## src/rtl/shake256_squeeze_reader.sv

```systemverilog
// shake256_squeeze_reader
//   Consumer side of the SHAKE256 squeeze interface. Each rising edge of
//   `squeezed` marks a fresh rate block on `hash`; the block is captured and
//   serialized MSB-first into a WORD_W-bit valid/ready stream until the
//   requested number of output bits has been delivered, then `done` pulses.
//
//   Buffering is one active shift register plus one pending block register.
//   A block arriving while both are occupied is dropped and sets the sticky
//   `overflow` flag (cleared by the next accepted start).
//
// Ports
//   clock     in   system clock, rising edge
//   reset     in   asynchronous active-low reset
//   start     in   one-cycle pulse arming a new read (only honoured in IDLE)
//   out_bits  in   requested output length in bits, sampled with start
//   squeezed  in   core flag, rising edge = new block valid on hash
//   hash      in   rate block, first output bits in [RATE_BITS-1 -: WORD_W]
//   m_data    out  output word (registered)
//   m_valid   out  output word valid (registered)
//   m_ready   in   downstream accept
//   m_last    out  final word of the request
//   busy      out  high from accepted start through the done cycle
//   done      out  one-cycle pulse after the last word is accepted
//   overflow  out  sticky block-dropped flag
//
// Build option
//   SHAKE_SQZ_BYTESWAP_EN : byte-reverse each output word (Keccak
//   little-endian lane order); the partial-word zero mask is applied after
//   the swap. Undefined: the MSB-first slice of hash is emitted unchanged.
//
// States
//   state       | meaning
//   ST_IDLE     | waiting for start, blocks ignored
//   ST_WAIT_BLK | request armed, active buffer empty
//   ST_DRAIN    | streaming words out of the active buffer
//   ST_DONE     | done pulse, buffers discarded, blocks ignored

module shake256_squeeze_reader #(
    parameter int RATE_BITS = 1088,
    parameter int WORD_W    = 64,
    parameter int OUT_LEN_W = 16
) (
    input  logic                 clock,
    input  logic                 reset,
    input  logic                 start,
    input  logic [OUT_LEN_W-1:0] out_bits,
    input  logic                 squeezed,
    input  logic [RATE_BITS-1:0] hash,
    output logic [WORD_W-1:0]    m_data,
    output logic                 m_valid,
    input  logic                 m_ready,
    output logic                 m_last,
    output logic                 busy,
    output logic                 done,
    output logic                 overflow
);

    localparam int K      = RATE_BITS / WORD_W;
    localparam int IDX_W  = $clog2(K + 1);
    localparam int TAIL_W = $clog2(WORD_W);

    typedef enum logic [1:0] {
        ST_IDLE,
        ST_WAIT_BLK,
        ST_DRAIN,
        ST_DONE
    } state_t;

    state_t                 state_q, state_nxt;
    logic [RATE_BITS-1:0]   act_q, act_nxt;
    logic                   act_full_q, act_full_nxt;
    logic [RATE_BITS-1:0]   pend_q, pend_nxt;
    logic                   pend_full_q, pend_full_nxt;
    logic [IDX_W-1:0]       blk_idx_q, blk_idx_nxt;
    logic [OUT_LEN_W-1:0]   rem_q, rem_nxt;
    logic [TAIL_W-1:0]      tail_q, tail_nxt;
    logic                   ovf_q, ovf_nxt;
    logic                   sq_d;

    logic [WORD_W-1:0]      m_data_q, m_data_nxt;
    logic                   m_valid_q, m_last_q, busy_q, done_q;

    logic                   new_blk;
    logic                   blk_live;
    logic                   hs;
    logic                   emptying;
    logic                   last_hs;
    logic                   act_vacant;
    logic [OUT_LEN_W-1:0]   words_req;

    logic [WORD_W-1:0]      top_word;
    logic [WORD_W-1:0]      swapped;
    logic [WORD_W-1:0]      keep_mask;

    assign new_blk  = squeezed & ~sq_d;
    assign blk_live = new_blk & ((state_q == ST_WAIT_BLK) | (state_q == ST_DRAIN));

    // m_valid_q is high exactly while in DRAIN, so this is the handshake.
    assign hs       = m_valid_q & m_ready;
    assign emptying = hs & (blk_idx_q == IDX_W'(K - 1));
    assign last_hs  = hs & (rem_q == OUT_LEN_W'(1));

    // ceil(out_bits / WORD_W) without widening: whole words plus one for any tail.
    assign words_req = (out_bits >> TAIL_W)
                     + {{(OUT_LEN_W-1){1'b0}}, |out_bits[TAIL_W-1:0]};

    always_comb begin
        state_nxt     = state_q;
        act_nxt       = act_q;
        act_full_nxt  = act_full_q;
        pend_nxt      = pend_q;
        pend_full_nxt = pend_full_q;
        blk_idx_nxt   = blk_idx_q;
        rem_nxt       = rem_q;
        tail_nxt      = tail_q;
        ovf_nxt       = ovf_q;
        act_vacant    = 1'b0;

        case (state_q)
            ST_IDLE: begin
                if (start) begin
                    rem_nxt       = words_req;
                    tail_nxt      = out_bits[TAIL_W-1:0];
                    ovf_nxt       = 1'b0;
                    blk_idx_nxt   = '0;
                    act_full_nxt  = 1'b0;
                    pend_full_nxt = 1'b0;
                    state_nxt     = (words_req == '0) ? ST_DONE : ST_WAIT_BLK;
                end
            end

            ST_WAIT_BLK, ST_DRAIN: begin
                if (hs) begin
                    act_nxt     = {act_q[RATE_BITS-WORD_W-1:0], {WORD_W{1'b0}}};
                    blk_idx_nxt = blk_idx_q + IDX_W'(1);
                    rem_nxt     = rem_q - OUT_LEN_W'(1);
                end

                // The active buffer counts as free in the cycle its last word
                // leaves, so a refill lands without a bubble on m_valid.
                act_vacant = ~act_full_q | emptying;

                if (act_vacant) begin
                    if (pend_full_q) begin
                        act_nxt       = pend_q;
                        act_full_nxt  = 1'b1;
                        blk_idx_nxt   = '0;
                        pend_full_nxt = 1'b0;
                        if (blk_live) begin
                            pend_nxt      = hash;
                            pend_full_nxt = 1'b1;
                        end
                    end else if (blk_live) begin
                        act_nxt      = hash;
                        act_full_nxt = 1'b1;
                        blk_idx_nxt  = '0;
                    end else begin
                        act_full_nxt = 1'b0;
                        blk_idx_nxt  = '0;
                    end
                end else if (blk_live) begin
                    if (!pend_full_q) begin
                        pend_nxt      = hash;
                        pend_full_nxt = 1'b1;
                    end else begin
                        ovf_nxt = 1'b1;
                    end
                end

                if (last_hs) begin
                    state_nxt = ST_DONE;
                end else begin
                    state_nxt = act_full_nxt ? ST_DRAIN : ST_WAIT_BLK;
                end
            end

            ST_DONE: begin
                act_full_nxt  = 1'b0;
                pend_full_nxt = 1'b0;
                blk_idx_nxt   = '0;
                state_nxt     = ST_IDLE;
            end

            default: begin
                state_nxt = ST_IDLE;
            end
        endcase
    end

    // Output word formatting from the next-cycle buffer contents, so m_data
    // is a flop and tracks the shift without an extra cycle.
    always_comb begin
        top_word = act_nxt[RATE_BITS-1 -: WORD_W];
`ifdef SHAKE_SQZ_BYTESWAP_EN
        swapped = '0;
        for (int b = 0; b < WORD_W / 8; b++) begin
            swapped[8*b +: 8] = top_word[WORD_W-8-8*b +: 8];
        end
`else
        swapped = top_word;
`endif
        keep_mask = '1;
        if ((rem_nxt == OUT_LEN_W'(1)) && (tail_nxt != '0)) begin
            for (int i = 0; i < WORD_W; i++) begin
                keep_mask[i] = (i + int'(tail_nxt) >= WORD_W);
            end
        end
        m_data_nxt = swapped & keep_mask;
    end

    always_ff @(posedge clock or negedge reset) begin
        if (!reset) begin
            state_q     <= ST_IDLE;
            act_q       <= '0;
            act_full_q  <= 1'b0;
            pend_q      <= '0;
            pend_full_q <= 1'b0;
            blk_idx_q   <= '0;
            rem_q       <= '0;
            tail_q      <= '0;
            ovf_q       <= 1'b0;
            sq_d        <= 1'b0;
            m_data_q    <= '0;
            m_valid_q   <= 1'b0;
            m_last_q    <= 1'b0;
            busy_q      <= 1'b0;
            done_q      <= 1'b0;
        end else begin
            state_q     <= state_nxt;
            act_q       <= act_nxt;
            act_full_q  <= act_full_nxt;
            pend_q      <= pend_nxt;
            pend_full_q <= pend_full_nxt;
            blk_idx_q   <= blk_idx_nxt;
            rem_q       <= rem_nxt;
            tail_q      <= tail_nxt;
            ovf_q       <= ovf_nxt;
            sq_d        <= squeezed;
            m_data_q    <= m_data_nxt;
            m_valid_q   <= (state_nxt == ST_DRAIN);
            m_last_q    <= (state_nxt == ST_DRAIN) && (rem_nxt == OUT_LEN_W'(1));
            busy_q      <= (state_nxt != ST_IDLE);
            done_q      <= (state_nxt == ST_DONE);
        end
    end

    assign m_data   = m_data_q;
    assign m_valid  = m_valid_q;
    assign m_last   = m_last_q;
    assign busy     = busy_q;
    assign done     = done_q;
    assign overflow = ovf_q;

endmodule
```

## config.mk

```make
export PLATFORM = sky130hd
export DESIGN_NAME = shake256_squeeze_reader
export DESIGN_NICKNAME = d
export VERILOG_FILES = /design/src/rtl/shake256_squeeze_reader.sv
export SDC_FILE = /design/constraint.sdc
export NUM_CORES = 2
export LEC_CHECK = 0
export BUFFER_PORTS_ARGS = -buffer_cell sky130_fd_sc_hd__buf_2
export CAP_MARGIN = 15
export CORE_AREA = 5 5 454 456
export DETAILED_ROUTE_END_ITERATION = 8
export DIE_AREA = 0 0 459 461
export PLACE_DENSITY_LB_ADDON = 0.08
export RECOVER_POWER = 100
export SETUP_SLACK_MARGIN = 0.05
export SYNTH_ARGS = -nofsm -noshare
export SYNTH_HDL_FRONTEND = slang
export SYNTH_SLANG_ARGS = --single-unit
```

## constraint.sdc

```tcl
create_clock -name clock -period 4.03 [get_ports clock]
set_clock_uncertainty 0.2 [all_clocks]
set_input_delay 0.403 -clock clock [delete_from_list [all_inputs] [get_ports clock]]
set_output_delay 0.403 -clock clock [all_outputs]
set_load 0.005 [all_outputs]
```

==> impl_metrics.py <==
metrics = {
    "worst_setup_path": {
        "critPathRequiredTime_ns": 4.61,
        "crit_path_end_kind": "register",
        "cp_common_cell": "clkbuf_2",
        "worstPathArrival_ns": 4.43,
        "worst-path-max-fanout": 50,
        "worstSetupPathType": "register to register",
        "crit_path_start_kind": "register",
        "crit_chain": "inv_1, ha_4, clkbuf_2, o21a_4, clkbuf_2, o21a_1, a21boi_0",
        "critical-path-max-stage-delay_ns": 0.91,
        "critical-path-slowest-cell": "clkbuf_2",
        "r2r_cells": 7,
    },
    "layout": {
        "layout-drive-gt1-share_pct": 25.54,
        "final_nets": 12030,
        "final_util_pct": 63.30,
        "syn_to_final_growth_pct": 28.86,
        "fill_cells": 15870,
        "design_area_sq_um": 127400,
    },
    "power": {
        "p_leak_nw": 53.37,
        "switching_share_pct": 32.63,
        "pwr_density_cell_nw_per_um2": 685.0,
        "pwr-share-comb_pct": 29.1,
        "peakVddDrop_mv": 0.6561,
        "internal_power_mw": 58.80,
        "clkPwrFrac_pct": 26.4,
        "seq_power_share_pct": 44.5,
        "switchingPower_mw": 28.48,
    },
    "route": {
        "drtAntennaViolNets": 0,
        "viasPerCell": 6.050,
        "remaining_drc_errors": 0,
        "routed_wl_mm": 375.4,
        "vias": 84120,
        "dr.pass1.iters": 5,
        "drtIter0Drc": 8211,
        "wire_per_inst_microns": 27.00,
    },
    "synth": {
        "avgSynthCellArea_sq_um": 11.17,
        "synth_top_cell_area_share_pct": 57.62,
        "synth-seq-area-share_pct": 57.62,
        "synth_nets": 9971,
        "yosysTopAreaCell": "dfrtp_1",
        "synth_most_common_cell": "dfrtp_1",
        "yosysUniqueCellTypes": 68,
        "yosys_register_bits": 2277,
        "synthArstFlopShare_pct": 100.0,
        "synth_cells": 8854,
        "syn_area_sq_um": 98890,
        "netlist_top_cells_count": "dfrtp_1 (2277), o21ai_0 (1195), mux2_2 (1088), o22ai_1 (1088), nor2_1 (1071)",
        "synthTopCellsByArea": "dfrtp_1 (58%), mux2_2 (12%), o21a_1 (7.8%), o22ai_1 (6.9%), o21ai_0 (6.0%)",
        "synth_edf_count": 0,
        "synthFlopType": "dfrtp_1",
        "yosysWarnings": 0,
    },
    "floorplanning": {
        "die_w_microns": 459,
        "core-area_sq_um": 201300,
        "die_area_sq_um": 211600,
        "rows": 165,
        "die_y_microns": 461,
        "initial_core_util_pct": 49.13,
        "ioPinCount": 1178,
    },
    "clock_network": {
        "clockBufferDepth": 3,
        "cts_sinks": 2277,
        "cts_tree": "built",
        "clock-root-buffer": "clkbuf_16",
        "cts_buffers": 239,
        "clkTransAtPathRegs_ns": 0.06,
        "post_cts_resized": 0,
        "htree_levels": 4,
        "clock_latency_ns": 0.87,
    },
    "grt": {
        "grt_pass1_wl_mm": 553.8,
        "antenna_found_initial": 146,
        "grt_start_max_net_pins": 201,
        "grt.total_usage_pct": 34.53,
        "grt_overflow": 0,
        "grt_pass1_vias": 85780,
    },
    "placement": {
        "io_buffers": 1177,
        "gp_congestion": 0.9257,
        "hpwl_mm": 254.3,
        "dpl-instance-area_sq_um": 108700,
    },
    "run_status": {
        "violations": "max-capacitance violations, max-slew violations",
        "status": "finished, violations left",
    },
    "sta": {
        "tns_ns": 0,
        "slew_headroom_pct": -49.30,
        "post-route-period-util_pct": 95.57,
        "holdWs_ns": 0.06316,
        "timing.fmax_mhz": 259.6,
        "finalSetupViolations": 0,
        "period_needed_ns": 3.851,
        "rsz0062_at_grt": "false",
        "tightestPinTransition_ns": 2.240,
        "drv_slew": 90,
        "hold_viol": 0,
    },
    "run": {
        "drv_cap": 1,
    },
    "hold_path": {
        "holdPathStages": 4,
        "hold_class": "primary input to register",
    },
}
[worst paths after layout]
check | from | to | slack [ns]
worst min-delay path | m_ready | rem_q[0]$_DFF_PN0_ | 0.06
min in group asynchronous | reset | m_data[42]$_DFF_PN0_ | 0.95
max in group asynchronous | reset | act_q[238]$_DFFE_PN0N_ | 0.36
worst max-delay path | state_q[0]$_DFF_PN0_ | m_data[3]$_DFF_PN0_ | 0.18
worst min register to register | blk_idx_q[4]$_DFFE_PN0P_ | blk_idx_q[4]$_DFFE_PN0P_ | 0.28
worst max register to register | state_q[0]$_DFF_PN0_ | m_data[3]$_DFF_PN0_ | 0.18
[metal layers]
layer / vias up / global-route usage (%) / part of all wire, %
met4: 50 / 15.99 / 5.3
met1: 42980 / 45.66 / 40
met5: - / 0 / 0.088
met2: 3659 / 55.71 / 47
li1: 36540 / - / -
met3: 898 / 6.270 / 7.2
[cells in the final DEF, fill, tap and decap left out, types with 8 or more instances in the layout]
cell	netlist	layout
buf_6	5	13
inv_1	21	21
clkinv_2	0	35
nor2_1	1071	1071
diode_2	0	124
o21ai_0	1195	1196
bufinv_16	0	19
buf_4	3	92
dlygate4sd3_1	0	1111
clkbuf_16	0	246
a21boi_0	25	46
nor3_1	11	11
buf_2	42	1128
nand3_1	10	11
o21a_1	1032	1031
mux2_2	1088	1084
clkbuf_1	642	152
clkbuf_4	0	26
nand2_1	122	120
clkbuf_2	0	37
dfrtp_1	2277	2277
o22ai_1	1088	1088
clkbuf_8	0	66
a21oi_1	16	15
buf_12	0	60
nand4_1	9	9
mux2i_1	8	8
[state kept, by name, summed over array words and instances, names as in the netlist, 2 cells and up]
signal / flops
act_q: 1088
m_data: 64
pend_q: 1088
blk_idx_q: 5
rem_q: 16
state_q: 2
tail_q: 6
[per-stage QoR]
step           setup slack [ns]  cells  power [mW]
3_3_place_gp           -0.05322  12230       62.40
5_1_grt                 0.04764  13880       91.53
2_1_floorplan            0.5313   8854       54.21
6_report                 0.1786  13900       87.28
4_1_cts                  0.3113  13780       87.57
3_5_place_dp           -0.05982  12230       63.60
[power groups by stage]
stage / Clock, mW / Combinational [mW] / Sequential [mW]
5_1_grt: 24.2 / 27.5 / 39.8
3_5_place_dp: 0 / 24.6 / 39.0
6_report: 23.0 / 25.4 / 38.9
3_3_place_gp: 0 / 23.9 / 38.5
2_1_floorplan: 0 / 17.2 / 37.0
4_1_cts: 23.3 / 25.7 / 38.6
[timing repair]
action,4_1_cts,5_1_grt
buffers inserted,0,0
endpoints found under the hold margin,2429,0
hold buffers,1111,0
[layout make-up]
type	count	area [sq um]	share of cell area [%]
Clock inverter	66	932.1	0.7315
Antenna cell	124	310.3	0.2435
Clock buffer	370	7282	5.715
Timing Repair Buffer	2562	19550	15.34
Sequential cell	2277	56980	44.72
Tap cell	2672	3343	2.624
Inverter	23	86.33	0.06775
Multi-Input combinational cell	5809	38930	30.56
[critical path: cells and delay by family (launching register included)]
family	cells	cell delay (ns)
compound gates	3	1.04
buf+inv	3	1.69
fa+ha+maj	1	0.38
flops	1	0.37
[kinds of logic after synthesis]
| group | share of synthesized area, % |
|---|---|
| multiplexers | 12.47 |
| AND/OR/NAND/NOR | 5.109 |
| XOR/XNOR | 0.08857 |
| adder cells (fa/ha/maj) | 0.1012 |
| buffers and inverters | 3.018 |
| AO/OA/AOI/OAI | 21.59 |
| flip-flops | 57.62 |
Note: power is estimated with default switching activity, not from simulation.
